File: config.mk
export PLATFORM = sky130hd
export DESIGN_NAME = uart_fifo_param_flat
export DESIGN_NICKNAME = d
export VERILOG_FILES = /design/src/rtl/uart_fifo_param_if.sv /design/src/rtl/uart_fifo_param.sv /design/src/flat_wrapper.sv
export SDC_FILE = /design/constraint.sdc
export NUM_CORES = 1
export LEC_CHECK = 0
export CELL_PAD_IN_SITES_DETAIL_PLACEMENT = 1
export CELL_PAD_IN_SITES_GLOBAL_PLACEMENT = 1
export CORE_ASPECT_RATIO = 1.75
export CORE_MARGIN = 2
export CORE_UTILIZATION = 52
export DETAILED_ROUTE_END_ITERATION = 6
export PLACE_DENSITY = 0.87
export SLEW_MARGIN = 20
export SYNTH_ARGS = -nofsm -noshare
export SYNTH_HDL_FRONTEND = slang
export SYNTH_SLANG_ARGS = --single-unit
File: constraint.sdc
create_clock -name UART_SRC_CK -period 4.26 [get_ports UART_SRC_CK]
set_input_delay 1.065 -clock UART_SRC_CK [delete_from_list [all_inputs] [get_ports UART_SRC_CK]]
set_output_delay 1.065 -clock UART_SRC_CK [all_outputs]
set_load 0.05 [all_outputs]
File: src/rtl/uart_fifo_param_if.sv
// rtl/uart_fifo_param_if.sv - host-side push/pop handshake of the buffered UART
interface uart_fifo_param_if #(
  parameter int DATA_BITS  = 8,
  parameter int FIFO_DEPTH = 16
);
  localparam int LW = $clog2(FIFO_DEPTH) + 1;

  logic [DATA_BITS-1:0] TX_REG;
  logic                 PUSH_TX;
  logic                 TX_FULL;
  logic [LW-1:0]        TX_LEVEL;
  logic                 TX_IDLE;
  logic [DATA_BITS-1:0] RX_REG;
  logic                 RX_PERR;
  logic                 RX_FERR;
  logic                 RX_EMPTY;
  logic [LW-1:0]        RX_LEVEL;
  logic                 POP_RX;
  logic                 RX_OVERRUN;
  logic                 CLR_OVERRUN;

  modport master (
    output TX_REG, PUSH_TX, POP_RX, CLR_OVERRUN,
    input  TX_FULL, TX_LEVEL, TX_IDLE, RX_REG, RX_PERR, RX_FERR,
           RX_EMPTY, RX_LEVEL, RX_OVERRUN
  );

  modport slave (
    input  TX_REG, PUSH_TX, POP_RX, CLR_OVERRUN,
    output TX_FULL, TX_LEVEL, TX_IDLE, RX_REG, RX_PERR, RX_FERR,
           RX_EMPTY, RX_LEVEL, RX_OVERRUN
  );
endinterface

File: src/rtl/uart_fifo_param.sv
// rtl/uart_fifo_param.sv - runtime-configurable buffered UART with show-ahead TX/RX FIFOs
// Frame format is latched per frame on each path; RX reports parity/framing errors per word.

module uart_fifo_param_fifo #(
  parameter int W     = 10,
  parameter int DEPTH = 16
) (
  input  logic                       clk,
  input  logic                       rst_n,
  input  logic                       push,
  input  logic                       pop,
  input  logic [W-1:0]               wdata,
  output logic [W-1:0]               rdata,
  output logic                       full,
  output logic                       empty,
  output logic [$clog2(DEPTH):0]     level
);
  localparam int AW = $clog2(DEPTH);

  logic [W-1:0]  mem_q [DEPTH];
  logic [AW-1:0] wr_q, rd_q;
  logic [AW:0]   cnt_q;
  logic          do_push, do_pop;

  assign full    = (cnt_q == (AW+1)'(DEPTH));
  assign empty   = (cnt_q == '0);
  // A full FIFO still accepts a push when the head leaves in the same cycle.
  assign do_push = push && (!full || pop);
  assign do_pop  = pop && !empty;
  assign rdata   = empty ? '0 : mem_q[rd_q];
  assign level   = cnt_q;

  always_ff @(posedge clk) begin
    if (do_push) mem_q[wr_q] <= wdata;
  end

  always_ff @(posedge clk or negedge rst_n) begin
    if (!rst_n) begin
      wr_q  <= '0;
      rd_q  <= '0;
      cnt_q <= '0;
    end else begin
      if (do_push) wr_q <= wr_q + 1'b1;
      if (do_pop)  rd_q <= rd_q + 1'b1;
      case ({do_push, do_pop})
        2'b10:   cnt_q <= cnt_q + 1'b1;
        2'b01:   cnt_q <= cnt_q - 1'b1;
        default: cnt_q <= cnt_q;
      endcase
    end
  end
endmodule

module uart_fifo_param #(
  parameter int DATA_BITS  = 8,
  parameter int FIFO_DEPTH = 16,
  parameter int OVERSAMPLE = 16,
  parameter int DIV_W      = 16
) (
  input  logic             UART_SRC_CK,
  input  logic             UART_RST_N,
  input  logic [DIV_W-1:0] BAUD_DIV,
  input  logic             PARITY_EN,
  input  logic             PARITY_ODD,
  input  logic             TWO_STOP,
  output logic             TX_LINE,
  input  logic             RX_LINE,
  uart_fifo_param_if.slave host
);
  localparam int LW = $clog2(FIFO_DEPTH) + 1;
  localparam int OW = $clog2(OVERSAMPLE);
  localparam int BW = $clog2(DATA_BITS + 1);
  localparam logic [OW-1:0] OS_LAST = OW'(OVERSAMPLE - 1);
  localparam logic [OW-1:0] OS_HALF = OW'(OVERSAMPLE / 2 - 1);
  localparam logic [BW-1:0] DB_LAST = BW'(DATA_BITS - 1);

  typedef enum logic [2:0] {TXS_IDLE, TXS_START, TXS_DATA, TXS_PAR, TXS_STOP} tx_state_t;
  typedef enum logic [2:0] {RXS_IDLE, RXS_START, RXS_DATA, RXS_PAR, RXS_STOP, RXS_WAIT} rx_state_t;

  // Reset asserts asynchronously but releases only after two clean clock edges.
  logic [1:0] rst_sync_q;
  logic       rst_n;
  always_ff @(posedge UART_SRC_CK or negedge UART_RST_N) begin
    if (!UART_RST_N) rst_sync_q <= '0;
    else             rst_sync_q <= {rst_sync_q[0], 1'b1};
  end
  assign rst_n = rst_sync_q[1];

  logic [DIV_W-1:0] div_q, div_d;
  logic             tick;
  assign tick  = (div_q == '0);
  assign div_d = tick ? BAUD_DIV : div_q - 1'b1;
  always_ff @(posedge UART_SRC_CK or negedge rst_n) begin
    if (!rst_n) div_q <= '0;
    else        div_q <= div_d;
  end

  logic [DATA_BITS-1:0] txf_q;
  logic                 txf_empty, txf_full, tx_load;
  logic [LW-1:0]        txf_level;
  tx_state_t            tx_st_q;
  logic [OW-1:0]        tx_tcnt_q;
  logic [BW-1:0]        tx_bit_q;
  logic [DATA_BITS-1:0] tx_sh_q;
  logic                 tx_par_q, tx_pen_q, tx_two_q, tx_stop2_q, tx_line_q;
  logic                 tx_bit_end, tx_last_stop;

  uart_fifo_param_fifo #(.W(DATA_BITS), .DEPTH(FIFO_DEPTH)) u_txf (
    .clk(UART_SRC_CK), .rst_n(rst_n), .push(host.PUSH_TX), .pop(tx_load),
    .wdata(host.TX_REG), .rdata(txf_q), .full(txf_full), .empty(txf_empty),
    .level(txf_level)
  );

  assign tx_bit_end   = tick && (tx_tcnt_q == OS_LAST);
  assign tx_last_stop = (tx_st_q == TXS_STOP) && (!tx_two_q || tx_stop2_q);
  // Pending data chains straight from the last stop bit into the next start bit.
  assign tx_load = !txf_empty &&
                   ((tick && tx_st_q == TXS_IDLE) || (tx_bit_end && tx_last_stop));

  always_ff @(posedge UART_SRC_CK or negedge rst_n) begin
    if (!rst_n) begin
      tx_st_q    <= TXS_IDLE;
      tx_tcnt_q  <= '0;
      tx_bit_q   <= '0;
      tx_sh_q    <= '0;
      tx_par_q   <= 1'b0;
      tx_pen_q   <= 1'b0;
      tx_two_q   <= 1'b0;
      tx_stop2_q <= 1'b0;
      tx_line_q  <= 1'b1;
    end else if (tx_load) begin
      tx_st_q    <= TXS_START;
      tx_line_q  <= 1'b0;
      tx_tcnt_q  <= '0;
      tx_sh_q    <= txf_q;
      tx_par_q   <= ^txf_q ^ PARITY_ODD;
      tx_pen_q   <= PARITY_EN;
      tx_two_q   <= TWO_STOP;
      tx_stop2_q <= 1'b0;
    end else if (tick && tx_st_q != TXS_IDLE) begin
      if (tx_tcnt_q != OS_LAST) begin
        tx_tcnt_q <= tx_tcnt_q + 1'b1;
      end else begin
        tx_tcnt_q <= '0;
        case (tx_st_q)
          TXS_START: begin
            tx_st_q   <= TXS_DATA;
            tx_line_q <= tx_sh_q[0];
            tx_bit_q  <= '0;
          end
          TXS_DATA: begin
            if (tx_bit_q == DB_LAST) begin
              tx_st_q   <= tx_pen_q ? TXS_PAR : TXS_STOP;
              tx_line_q <= tx_pen_q ? tx_par_q : 1'b1;
            end else begin
              tx_bit_q  <= tx_bit_q + 1'b1;
              tx_sh_q   <= tx_sh_q >> 1;
              tx_line_q <= tx_sh_q[1];
            end
          end
          TXS_PAR: begin
            tx_st_q   <= TXS_STOP;
            tx_line_q <= 1'b1;
          end
          TXS_STOP: begin
            if (!tx_last_stop) tx_stop2_q <= 1'b1;
            else               tx_st_q    <= TXS_IDLE;
            tx_line_q <= 1'b1;
          end
          default: begin
            tx_st_q   <= TXS_IDLE;
            tx_line_q <= 1'b1;
          end
        endcase
      end
    end
  end

  assign TX_LINE       = tx_line_q;
  assign host.TX_FULL  = txf_full;
  assign host.TX_LEVEL = txf_level;
  assign host.TX_IDLE  = txf_empty && (tx_st_q == TXS_IDLE);

  logic [1:0]           rx_sync_q;
  logic                 rx_s, rx_prev_q;
  rx_state_t            rx_st_q;
  logic [OW-1:0]        rx_tcnt_q;
  logic [BW-1:0]        rx_bit_q;
  logic [DATA_BITS-1:0] rx_sh_q;
  logic                 rx_acc_q, rx_perr_q, rx_pen_q, rx_odd_q, rx_ovr_q;
  logic                 rx_bit_end, rx_wr, rx_drop, rxf_full, rxf_empty;
  logic [DATA_BITS+1:0] rxf_q;
  logic [LW-1:0]        rxf_level;

  assign rx_s       = rx_sync_q[1];
  assign rx_bit_end = tick && (rx_tcnt_q == OS_LAST);
  assign rx_wr      = (rx_st_q == RXS_STOP) && rx_bit_end;
  assign rx_drop    = rx_wr && rxf_full && !host.POP_RX;

  uart_fifo_param_fifo #(.W(DATA_BITS + 2), .DEPTH(FIFO_DEPTH)) u_rxf (
    .clk(UART_SRC_CK), .rst_n(rst_n), .push(rx_wr), .pop(host.POP_RX),
    .wdata({rx_sh_q, rx_perr_q, !rx_s}), .rdata(rxf_q), .full(rxf_full),
    .empty(rxf_empty), .level(rxf_level)
  );

  always_ff @(posedge UART_SRC_CK or negedge rst_n) begin
    if (!rst_n) begin
      rx_sync_q <= 2'b11;
      rx_prev_q <= 1'b1;
      rx_st_q   <= RXS_IDLE;
      rx_tcnt_q <= '0;
      rx_bit_q  <= '0;
      rx_sh_q   <= '0;
      rx_acc_q  <= 1'b0;
      rx_perr_q <= 1'b0;
      rx_pen_q  <= 1'b0;
      rx_odd_q  <= 1'b0;
      rx_ovr_q  <= 1'b0;
    end else begin
      rx_sync_q <= {rx_sync_q[0], RX_LINE};
      rx_prev_q <= rx_s;
      if (rx_drop)               rx_ovr_q <= 1'b1;
      else if (host.CLR_OVERRUN) rx_ovr_q <= 1'b0;
      if (tick && rx_st_q inside {RXS_DATA, RXS_PAR, RXS_STOP})
        rx_tcnt_q <= (rx_tcnt_q == OS_LAST) ? '0 : rx_tcnt_q + 1'b1;
      case (rx_st_q)
        RXS_IDLE: begin
          if (rx_prev_q && !rx_s) begin
            rx_st_q   <= RXS_START;
            rx_tcnt_q <= '0;
            rx_pen_q  <= PARITY_EN;
            rx_odd_q  <= PARITY_ODD;
            rx_perr_q <= 1'b0;
            rx_acc_q  <= 1'b0;
          end
        end
        RXS_START: begin
          if (tick) begin
            if (rx_tcnt_q == OS_HALF) begin
              rx_tcnt_q <= '0;
              rx_bit_q  <= '0;
              rx_st_q   <= rx_s ? RXS_IDLE : RXS_DATA;
            end else begin
              rx_tcnt_q <= rx_tcnt_q + 1'b1;
            end
          end
        end
        RXS_DATA: begin
          if (rx_bit_end) begin
            rx_sh_q  <= {rx_s, rx_sh_q[DATA_BITS-1:1]};
            rx_acc_q <= rx_acc_q ^ rx_s;
            if (rx_bit_q == DB_LAST) rx_st_q  <= rx_pen_q ? RXS_PAR : RXS_STOP;
            else                     rx_bit_q <= rx_bit_q + 1'b1;
          end
        end
        RXS_PAR: begin
          if (rx_bit_end) begin
            rx_perr_q <= rx_s != (rx_acc_q ^ rx_odd_q);
            rx_st_q   <= RXS_STOP;
          end
        end
        RXS_STOP: begin
          // A low stop bit means the line may still be held low; re-arm only once it idles high.
          if (rx_bit_end) rx_st_q <= rx_s ? RXS_IDLE : RXS_WAIT;
        end
        RXS_WAIT: begin
          if (rx_s) rx_st_q <= RXS_IDLE;
        end
        default: rx_st_q <= RXS_IDLE;
      endcase
    end
  end

  assign host.RX_REG     = rxf_q[DATA_BITS+1:2];
  assign host.RX_PERR    = rxf_q[1];
  assign host.RX_FERR    = rxf_q[0];
  assign host.RX_EMPTY   = rxf_empty;
  assign host.RX_LEVEL   = rxf_level;
  assign host.RX_OVERRUN = rx_ovr_q;
endmodule

File: src/flat_wrapper.sv
// flat-port wrapper written by rule: the top's interface ports become plain ports
module uart_fifo_param_flat 
#(
  parameter int DATA_BITS  = 8,
  parameter int FIFO_DEPTH = 16,
  parameter int OVERSAMPLE = 16,
  parameter int DIV_W      = 16
)
  (UART_SRC_CK, UART_RST_N, BAUD_DIV, PARITY_EN, PARITY_ODD, TWO_STOP, TX_LINE, RX_LINE, host_TX_REG, host_PUSH_TX, host_POP_RX, host_CLR_OVERRUN, host_TX_FULL, host_TX_LEVEL, host_TX_IDLE, host_RX_REG, host_RX_PERR, host_RX_FERR, host_RX_EMPTY, host_RX_LEVEL, host_RX_OVERRUN);
  uart_fifo_param_if #(.DATA_BITS(DATA_BITS), .FIFO_DEPTH(FIFO_DEPTH)) host_i ();
  input  logic UART_SRC_CK;
  input  logic UART_RST_N;
  input  logic [DIV_W-1:0] BAUD_DIV;
  input  logic PARITY_EN;
  input  logic PARITY_ODD;
  input  logic TWO_STOP;
  output logic TX_LINE;
  input  logic RX_LINE;
  input wire logic [$bits(host_i.TX_REG)-1:0] host_TX_REG;
  input wire logic [$bits(host_i.PUSH_TX)-1:0] host_PUSH_TX;
  input wire logic [$bits(host_i.POP_RX)-1:0] host_POP_RX;
  input wire logic [$bits(host_i.CLR_OVERRUN)-1:0] host_CLR_OVERRUN;
  output wire logic [$bits(host_i.TX_FULL)-1:0] host_TX_FULL;
  output wire logic [$bits(host_i.TX_LEVEL)-1:0] host_TX_LEVEL;
  output wire logic [$bits(host_i.TX_IDLE)-1:0] host_TX_IDLE;
  output wire logic [$bits(host_i.RX_REG)-1:0] host_RX_REG;
  output wire logic [$bits(host_i.RX_PERR)-1:0] host_RX_PERR;
  output wire logic [$bits(host_i.RX_FERR)-1:0] host_RX_FERR;
  output wire logic [$bits(host_i.RX_EMPTY)-1:0] host_RX_EMPTY;
  output wire logic [$bits(host_i.RX_LEVEL)-1:0] host_RX_LEVEL;
  output wire logic [$bits(host_i.RX_OVERRUN)-1:0] host_RX_OVERRUN;
  assign host_i.TX_REG = host_TX_REG;
  assign host_i.PUSH_TX = host_PUSH_TX;
  assign host_i.POP_RX = host_POP_RX;
  assign host_i.CLR_OVERRUN = host_CLR_OVERRUN;
  assign host_TX_FULL = host_i.TX_FULL;
  assign host_TX_LEVEL = host_i.TX_LEVEL;
  assign host_TX_IDLE = host_i.TX_IDLE;
  assign host_RX_REG = host_i.RX_REG;
  assign host_RX_PERR = host_i.RX_PERR;
  assign host_RX_FERR = host_i.RX_FERR;
  assign host_RX_EMPTY = host_i.RX_EMPTY;
  assign host_RX_LEVEL = host_i.RX_LEVEL;
  assign host_RX_OVERRUN = host_i.RX_OVERRUN;
  uart_fifo_param #(.DATA_BITS(DATA_BITS), .FIFO_DEPTH(FIFO_DEPTH), .OVERSAMPLE(OVERSAMPLE), .DIV_W(DIV_W)) u_core (.UART_SRC_CK(UART_SRC_CK), .UART_RST_N(UART_RST_N), .BAUD_DIV(BAUD_DIV), .PARITY_EN(PARITY_EN), .PARITY_ODD(PARITY_ODD), .TWO_STOP(TWO_STOP), .TX_LINE(TX_LINE), .RX_LINE(RX_LINE), .host(host_i));
endmodule
-- Word-level counts from Yosys, hierarchy flattened
Memory sizes are Yosys's and may differ from the RTL's.
Cells that the tools add are included.
- register bits: 95
- RAM bits: 288
- input port bits: 33
- memories: 2
- memory list (memory ; words ; bits a word ; rd ports ; clocked after memory_dff ; wr ports ; RTL line ; source):
    u_core.u_rxf.mem_q ; 16 ; 10 ; 1 ; 0 ; 1 ; uart_fifo_param.sv:20 ; logic [W-1:0] mem_q [DEPTH];
    u_core.u_txf.mem_q ; 16 ; 8 ; 1 ; 0 ; 1 ; uart_fifo_param.sv:20 ;
- add/subtract/negate cells: 13
- equal/unequal tests: 37
- muxes and demuxes: 67
- bitwise operators: 5
- reduce and logical (&&, ||, !) cells: 57
- operators by type and width (kind ; number):
    4-bit two-way mux ; 13
    3-bit two-way mux ; 16
    8-bit two-way mux ; 6
    4-bit by 1-bit adder with 4-bit output (second input constant) ; 8
    4-bit case mux with 2 select lines ; 3
    5-bit case mux with 2 select lines ; 2
    2-bit nonzero test ; 10
    1-bit two-way mux ; 19
    3-bit case mux with 6 select lines ; 1
    1-bit logical AND ; 17
    16-bit zero test ; 1
    16-bit two-way mux ; 1
    16-bit by 1-bit subtractor with 16-bit output (second input constant) ; 1
    2-bit by 1-bit inequality test with 1-bit output (second input constant) ; 7
    3-bit by 2-bit == test with 1-bit output (second input constant) ; 4
    4-bit by 3-bit == test with 1-bit output (second input constant) ; 3
    2-bit inequality test (second input constant) ; 6
    3-bit case mux with 4 select lines ; 1
    4-bit AND reduction ; 3
    5-bit by 1-bit adder with 5-bit output (second input constant) ; 2
    5-bit == test (second input constant) ; 2
    5-bit zero test ; 2
    10-bit two-way mux ; 1
    5-bit AND reduction ; 2
    21 further kinds ; 48

-- Logic depth before layout (Yosys ltp)
Gate-level depths: netlist of run 1.
- word-level depth: 10
- mapped depth: 20

-- Cells and area by module
Synthesis of run 1 repeated with hierarchy kept, for this count alone.
- cell total of the unflattened synthesis: 1065
- area total of the unflattened synthesis: 16784.8 µm²
- by module, submodules not included (module ; instances ; cells each ; area each (µm²)):
    uart_fifo_param_fifo at u_core.u_rxf ; 1 ; 359 ; 7096.8
    uart_fifo_param_fifo at u_core.u_txf ; 1 ; 312 ; 5893.2
    uart_fifo_param ; 1 ; 394 ; 3794.9

-- Worst setup path before layout of run 1
OpenSTA, ideal clock, no wires.
- path type: register to register
- start point: reg u_core.div_q[10]
- end point: reg u_core.u_txf.cnt_q[4] (netlist: u_core.u_txf.level[4])
- setup time: 146 ps
- arrival: 3590 ps
- setup slack: 524 ps
- cell stages (with the launch flop): 18
- path buffers: 3
- cells stage by stage: dfrtp_1 -> or3_4 -> or4_1 -> buf_2 -> or2_0 -> buf_2 -> or2_4 -> inv_4 -> o21a_4 -> buf_6 -> inv_2 -> ha_1 -> ha_1 -> a21o_1 -> a21oi_1 -> xnor2_1 -> nor2_1 -> xor2_1
- longest elaborated chain between the ends: 9
- elaborated cells on any way between the ends: 13
- RTL lines (item ; RTL line ; source):
    start, declared ; uart_fifo_param.sv:89 ; logic [DIV_W-1:0] div_q, div_d;
    start signal, assigned ; uart_fifo_param.sv:95 ; else div_q <= div_d;
    16-bit zero test * ; uart_fifo_param.sv:91 ; assign tick = (div_q == '0);
    1-bit logical AND ; uart_fifo_param.sv:114 ; assign tx_bit_end = tick && (tx_tcnt_q == OS_LAST);
    1-bit logical AND ; uart_fifo_param.sv:118 ; ((tick && tx_st_q == TXS_IDLE) || (tx_bit_end && tx_last_stop));
    1-bit logical OR * ; uart_fifo_param.sv:118 ;
    1-bit logical AND * ; uart_fifo_param.sv:117 ; assign tx_load = !txf_empty &&
    1-bit logical OR ; uart_fifo_param.sv:28 ; assign do_push = push && (!full || pop);
    1-bit logical AND ; uart_fifo_param.sv:28 ;
    2-bit by 1-bit == test with 1-bit output / 2-bit == test (equally long branches) ; uart_fifo_param.sv:45 ; case ({do_push, do_pop})
    5-bit case mux with 2 select lines / 2-bit nonzero test (equally long branches) ; -- ;
    end signal, assigned ; uart_fifo_param.sv:46 ; 2'b10: cnt_q <= cnt_q + 1'b1;
    end signal, assigned ; uart_fifo_param.sv:47 ; 2'b01: cnt_q <= cnt_q - 1'b1;
    end signal, assigned ; uart_fifo_param.sv:48 ; default: cnt_q <= cnt_q;
    end, declared ; uart_fifo_param.sv:22 ; logic [AW:0] cnt_q;
Every way passes the cells marked *; elsewhere a longest branch is shown, timed or not.
A chain may end at the register's enable or synchronous reset.

-- Final worst setup path of run 1
- start point: reg u_core.u_txf.cnt_q[1] (netlist: u_core.u_txf.level[1])
- end point: out host_TX_IDLE
- longest elaborated chain between the ends: 2
- RTL lines (item ; RTL line ; source):
    5-bit zero test ; uart_fifo_param.sv:26 ; assign empty = (cnt_q == '0);
    1-bit logical AND ; uart_fifo_param.sv:182 ; assign host.TX_IDLE = txf_empty && (tx_st_q == TXS_IDLE);
    end, declared ; flat_wrapper.sv:25 ; output wire logic [$bits(host_i.TX_IDLE)-1:0] host_TX_IDLE;
Every way passes these cells.

==> summary.md, run 1 <==
| Metric | Value |
|---|---|
| Result of the run | `finished clean` |
| Routed wire per std cell | `25.9 um` |
| Maximum number of pins on one net before global-route repair | `59` |
| Port bufs | `57` |
| Number of cells produced by synthesis | `984` |
| Final setup violating endpoints | `0` |
| Insertion delay to the later sink of the worst-skew pair | `530 ps` |
| Design internal power | `0.00699 W` |
| Commonest cells after routing, fill and taps aside | `sky130_fd_sc_hd__edfxtp_1, sky130_fd_sc_hd__dfrtp_1, sky130_fd_sc_hd__mux4_2` |
| Count of vias placed by the detailed router | `9072` |
| First-pass GRT wire length | `60500 um` |
| Power density normalized to cell area | `526 nW/um^2` |
| Clock-pin slew on the worst setup and hold paths | `70 ps` |
| Stage delay of the slowest cell on the critical path | `920 ps` |
| Total area of multi-input combinational cells | `4790 sq um` |
| Number of H-tree levels | `2` |
| Sequential standard cell area | `11000 sq um` |
| Warnings, synthesis | `0` |
| Net count, final | `1137` |
| Synthesized area divided by synthesized cell count | `16.4 sq um` |
| Root Buffer Master | `sky130_fd_sc_hd__clkbuf_16` |
| Post-detailed-routing wire length | `38700 um` |
| Total core area | `30600 sq um` |
| Final-layout setup total negative slack | `0 ps` |
| HPWL Detailed | `26500 um` |
| # rows | `85` |
| Inserted Clock Buffers | `35` |
| Netlist cell types | `66` |
| First-pass iteration count of the detailed router | `5` |
| Most common cell after layout, fill and taps aside | `sky130_fd_sc_hd__edfxtp_1` |
| Synthesized netlist net count | `1042` |
| Setup repair after global routing missed its margin | `no` |
| Combinational fraction of design power | `0.187` |
| Maximum operating frequency | `249 MHz` |
| Number of I/O pins | `58` |
| Overflow left after global routing | `0` |
| CP Capture Type | `primary output` |
| Post-layout power | `0.00976 W` |
| Part of the cycle the worst path needs | `0.942` |
| Cell-by-cell trace of the critical path | `or4_1, nor3_1, clkdlybuf4s50_1` |
| Total routing resource utilization after global routing | `0.253` |
| Portion of the post-synthesis area used by sequential elements | `0.683` |
| Initial Utilization | `0.527` |
| Hold WS | `356 ps` |
| Hold WC Path Type | `flop to flop` |
| Worst setup SP type | `flop` |
| Switching power of the nets | `0.00278 W` |
| Clock network fraction of total power | `0.337` |
| Number of antenna violations at the first check in global routing | `1` |
| Post-CTS repair timing setup buffer count | `0` |
| Flop pwr share | `0.475` |
| Area growth from synthesis to final layout | `14.9%` |
| Number of flip-flops and latches in the synthesized netlist | `383` |
| Final Hold Vio Count | `0` |
| Die footprint | `32500 sq um` |
| Pre-CTS WS | `401 ps` |
| Die H | `237 um` |
| Die Wd | `137 um` |
| Library cell contributing the largest single delay on the critical path | `sky130_fd_sc_hd__clkdlybuf4s50_1` |
| Number of hold-repair buffers added at the cts stage | `0` |
| CTS tree | `built` |
| Crit path required time | `3190 ps` |
| Post-synth design cell area | `16200 sq um` |
| Time the worst path needs with I/O delays and setup | `4010 ps` |
| Count of max-cap constraint violations | `0` |
| Worst Clk Skew | `11.8 ps` |
| Static leakage | `6.83 nW` |
| DRC viols | `0` |
| Largest fanout on the critical path | `6` |
| Fill cells | `2723` |
| GP Congestion | `0.810` |
| Worst VDD drop | `0.404 mV` |
| Number of antenna-violating nets in the routed design | `0` |
| Number of global-route vias before repair | `10200` |
| Number of enable flip-flop cells after synthesis | `288` |
| Final max-slew violation count | `0` |
| Worst-Margin Slew | `887 ps` |
| Vias per inst | `6.06` |
| Slew HR | `0.409` |
| Net switching share of the total power | `0.284` |
| Share of cells above drive strength 1 | `0.217` |
| Ant. Diodes | `0` |
| Total of cells resized after clock tree synthesis | `0` |
| Worst path arrival time | `2950 ps` |
| Setup slack of the critical path after layout | `249 ps` |
| Async S/R FF share, synth | `0.248` |
| Critical path start-end classification | `flop to primary output` |
| Clk buf depth | `3` |
| Total clock sinks | `383` |
| First DRT Iteration DRCs | `527` |
| Primary FF master, synth | `sky130_fd_sc_hd__edfxtp_1` |
-- synthesized netlist by cell type (all sizes together) (21+ instances only) --
library cell  instances  share of area
edfxtp              288           0.54
dfrtp                91           0.14
mux4                 86           0.12
nand2                72          0.017
nor2                 55          0.013
o21ai                48          0.015
inv                  36         0.0085
clkbuf               29         0.0067
xnor2                25          0.014
ha                   23          0.018
nor3                 21         0.0081
-- kinds of logic after synthesis --
logic type	count (synthesis)	synth area share
AO/OA/AOI/OAI	109	0.0416
XOR/XNOR	41	0.0253
adder cells (fa/ha/maj)	25	0.0203
buffers and inverters	83	0.0206
flip-flops	383	0.683
multiplexers	101	0.130
other	1	0.000232
AND/OR/NAND/NOR	241	0.0792
-- per-stage QoR --
stage                     std cells  utilization  cell area [sq um]
after floorplan                 984            -              16200
after global placement         1433        0.567              17400
after detailed placement       1433        0.567              17400
after CTS                      1496        0.606              18600
after global routing           1496        0.606              18600
final                          1496        0.606              18600
-- power groups by stage --
stage               logic [W]  clock network, W  registers [W]
global placement      0.00177                 0        0.00469
finish                0.00183           0.00330        0.00464
CTS                   0.00185           0.00334        0.00465
floorplan             0.00125                 0        0.00465
global route          0.00198           0.00347        0.00469
detailed placement    0.00183                 0        0.00472
-- sequential cells by signal, indices dropped and copies added (netlist names), 5 cells and up --
register            cells
u_core.u_txf.level      5
u_core.rx_sh_q          8
u_core.u_rxf.level      5
u_core.u_rxf.mem_q    160
u_core.div_q           16
u_core.u_txf.mem_q    128
u_core.tx_sh_q          8
-- per-layer routing --
layer  track usage  vias to the layer above  share of wire
li1              -                     3956              -
met1         0.262                     4745           0.33
met2         0.487                      250           0.59
met3        0.0299                      119          0.031
met4         0.125                        2          0.053
met5             0                        -        0.00034
-- area by class of cell --
| cell class | count | share of cell area |
|---|---|---|
| flip-flops and latches | 383 | 0.595 |
| multi-input cells | 518 | 0.258 |
| repair buffers | 105 | 0.0495 |
| well taps | 391 | 0.0263 |
| clock inverters | 15 | 0.0105 |
| clock buffers | 48 | 0.0537 |
| inverters | 36 | 0.00741 |
-- final timing paths --
check	start	end	slack (ps)	cells past startpoint
worst min-delay path	u_core.rst_sync_q[0]$_DFF_PN0_	u_core.rst_sync_q[1]$_DFF_PN0_	360	0
worst max register to register	u_core.div_q[2]$_DFF_PN0_	u_core.u_txf.level[4]$_DFFE_PN0P_	410	15
worst min register to register	u_core.rst_sync_q[0]$_DFF_PN0_	u_core.rst_sync_q[1]$_DFF_PN0_	360	0
min in group asynchronous	u_core.rst_sync_q[1]$_DFF_PN0_	u_core.u_rxf.rd_q[2]$_DFFE_PN0P_	420	0
max in group asynchronous	u_core.rst_sync_q[1]$_DFF_PN0_	u_core.rx_sh_q[2]$_DFFE_PN0P_	2770	1
worst max-delay path	u_core.u_txf.level[1]$_DFFE_PN0P_	host_TX_IDLE	250	3
-- worst max-delay path, delay by kind of cell (launching register included) --
kind                   cells  cell delay, ps
AND/OR/NAND/NOR            2            1050
flip-flops                 1             450
buffers and inverters      1             920
(Power assumes the default switching activity.)
==> run 2, diff against run 1 <==
- CAP_MARGIN: default -> 20
==> results of run 2 <==
Final layout, timing and power as in run 1 (identical DEF).
==> run 3, diff against run 2 <==
- CTS_CLUSTER_SIZE: default -> 8
==> run 3 against run 2 <==
  * Worst hold slack improved by 1.3 ps
  * Clock power is 17% higher
  * Via count up 1.9%
  * Sequential share of layout area is 1.1 points lower
  * Setup slack worse by 30 ps
  * Global-route usage grew 0.55 points
  * Sequential power is essentially flat
  * Combinational power barely moved
  * Highest routed layer unchanged
  * Largest cell class unchanged
  * Design area increased by 1.8%
  * Power is 6.0% higher
  * Register-to-register slack barely moved
  * Wire length up 3.2%
==> summary.md, run 3 (synthesis gave the netlist of run 1 again) <==
| Metric | Value |
|---|---|
| Reg-to-Reg Start | `u_core.div_q[4]$_DFF_PN0_` |
| Count of vias placed by the detailed router | `9244` |
| Power density normalized to cell area | `548 nW/um^2` |
| Die footprint | `32500 sq um` |
| Post-CTS repair timing setup buffer count | `0` |
| Ant. Diodes | `0` |
| Hold WC Path Type | `flop to flop` |
| Overflow left after global routing | `0` |
| Worst R2R End | `u_core.u_txf.level[4]$_DFFE_PN0P_` |
| Maximum operating frequency | `247 MHz` |
| HPWL Detailed | `26500 um` |
| Share of cells above drive strength 1 | `0.214` |
| Number of cells on the worst reg-to-reg path | `15` |
| Final Hold Vio Count | `0` |
| First-pass iteration count of the detailed router | `5` |
| Worst path arrival time | `2980 ps` |
| Number of standard cells in the layout, taps in and fillers out | `1531` |
| Number of antenna violations at the first check in global routing | `1` |
| Total clock sinks | `383` |
| Number of global-route vias before repair | `10400` |
| Commonest cells after routing, fill and taps aside | `sky130_fd_sc_hd__edfxtp_1, sky130_fd_sc_hd__dfrtp_1, sky130_fd_sc_hd__mux4_2` |
| Count of max-cap constraint violations | `0` |
| Maximum number of pins on one net before global-route repair | `59` |
| Final max-slew violation count | `0` |
| Net count, final | `1155` |
| Sequential standard cell area | `11000 sq um` |
| Number of I/O pins | `58` |
| Result of the run | `finished clean` |
| CP Capture Type | `primary output` |
| Top Registers | `u_core.u_rxf.mem_q: 160 flops, u_core.u_txf.mem_q: 128 flops, u_core.div_q: 16 flops` |
| Largest register FFs | `160` |
| Worst Setup SP | `u_core.u_txf.level[1]$_DFFE_PN0P_` |
| Root Buffer Master | `sky130_fd_sc_hd__clkbuf_16` |
| First-pass GRT wire length | `61800 um` |
| First DRT Iteration DRCs | `535` |
| Port bufs | `57` |
| Total of cells resized after clock tree synthesis | `0` |
| Worst Clk Skew | `17.5 ps` |
| Clk buf depth | `3` |
| Static leakage | `6.96 nW` |
| Startpoint of the tightest hold check path | `u_core.rst_sync_q[0]$_DFF_PN0_` |
| Final-layout setup total negative slack | `0 ps` |
| Clock-pin slew on the worst setup and hold paths | `50 ps` |
| Number of hold-repair buffers added at the cts stage | `0` |
| # rows | `85` |
| Most common cell after layout, fill and taps aside | `sky130_fd_sc_hd__edfxtp_1` |
| Total instance count after detailed placement | `1433` |
| DRC viols | `0` |
| Die H | `237 um` |
| Capturing instance or port of the critical path | `host_TX_IDLE` |
| Slew HR | `0.417` |
| Insertion delay to the later sink of the worst-skew pair | `570 ps` |
| Total area of multi-input combinational cells | `4790 sq um` |
| Vias per inst | `6.04` |
| Total core area | `30600 sq um` |
| Number of H-tree levels | `2` |
| Time the worst path needs with I/O delays and setup | `4040 ps` |
| Internal reg-to-reg setup slack | `400 ps` |
| Die Wd | `137 um` |
| CTS tree | `built` |
| GP Congestion | `0.810` |
| Worst setup SP type | `flop` |
| Worst VDD drop | `0.461 mV` |
| Critical path start-end classification | `flop to primary output` |
| Worst-Margin Slew | `874 ps` |
| Setup repair after global routing missed its margin | `no` |
| Register with the most flip-flops | `u_core.u_rxf.mem_q` |
| Largest fanout on the critical path | `6` |
| Inserted Clock Buffers | `53` |
| Final setup violating endpoints | `0` |
| Initial Utilization | `0.527` |
| Area growth from synthesis to final layout | `17.0%` |
| Crit path required time | `3190 ps` |
| Post-detailed-routing wire length | `40000 um` |
| Fill cells | `2706` |
| Total routing resource utilization after global routing | `0.259` |
| Part of the cycle the worst path needs | `0.949` |
| Number of antenna-violating nets in the routed design | `0` |
| Routed wire per std cell | `26.1 um` |
[run 3: changes by cell type in the layout (fill, tap and decap cells not counted)]
cell                        delta
sky130_fd_sc_hd__clkbuf_1     +35
sky130_fd_sc_hd__clkinv_8      +1
sky130_fd_sc_hd__clkbuf_8      -3
sky130_fd_sc_hd__clkinv_2      -6
sky130_fd_sc_hd__bufinv_16     -5
sky130_fd_sc_hd__clkbuf_16    +17
sky130_fd_sc_hd__clkinv_1      -4
[run 3: worst min-delay path by stage]
stage / endpoint / slack, ps / cells past startpoint
finish: u_core.rst_sync_q[1]$_DFF_PN0_ / 360 / 0
global route: u_core.rst_sync_q[1]$_DFF_PN0_ / 360 / 0
CTS: u_core.rst_sync_q[1]$_DFF_PN0_ / 360 / 0
detailed placement: u_core.rst_sync_q[1]$_DFF_PN0_ / 340 / 0
global placement: u_core.rst_sync_q[1]$_DFF_PN0_ / 340 / 0
floorplan: u_core.rst_sync_q[1]$_DFF_PN0_ / 330 / 0
[run 3: final cells by class]
class,count,share of cell area
Clock buffer,97,0.0800
Clock inverter,1,0.000860
Inverter,36,0.00728
Multi-Input combinational cell,518,0.253
Sequential cell,383,0.584
Tap cell,391,0.0259
Timing Repair Buffer,105,0.0486
[run 3: where the power goes]
part | total (W) | leakage, nW | switching (W) | internal (W)
sequential | 0.00465 | 4.04 | 0.000370 | 0.00428
clock | 0.00387 | 0.723 | 0.00151 | 0.00236
combinational | 0.00183 | 2.20 | 0.00106 | 0.000775
total | 0.0104 | 6.96 | 0.00294 | 0.00741
[run 3: critical path, cell delays in order, from the launching register on]
cell	delay (ps)
sky130_fd_sc_hd__dfrtp_1	450
sky130_fd_sc_hd__or4_1	570
sky130_fd_sc_hd__nor3_1	480
sky130_fd_sc_hd__clkdlybuf4s50_1	920
[run 3: per-stage QoR]
stage | setup slack [ps] | hold WS, ps | utilization | power, W | cell area (sq um)
3_5_place_dp | 401 | 341 | 0.567 | 0.00655 | 17400
4_1_cts | 217 | 364 | 0.617 | 0.0104 | 18900
5_1_grt | 121 | 362 | 0.617 | 0.0107 | 18900
3_3_place_gp | 568 | 338 | 0.567 | 0.00646 | 17400
2_1_floorplan | 524 | 331 | - | 0.00589 | 16200
6_report | 219 | 357 | 0.617 | 0.0104 | 18900
[run 3: routing by layer]
metal / part of all wire / wire length, um / GRT usage
met5: 0.00033 / 13 / 0
met4: 0.054 / 2150 / 0.137
met3: 0.035 / 1390 / 0.0343
met2: 0.58 / 23200 / 0.491
met1: 0.33 / 13200 / 0.268
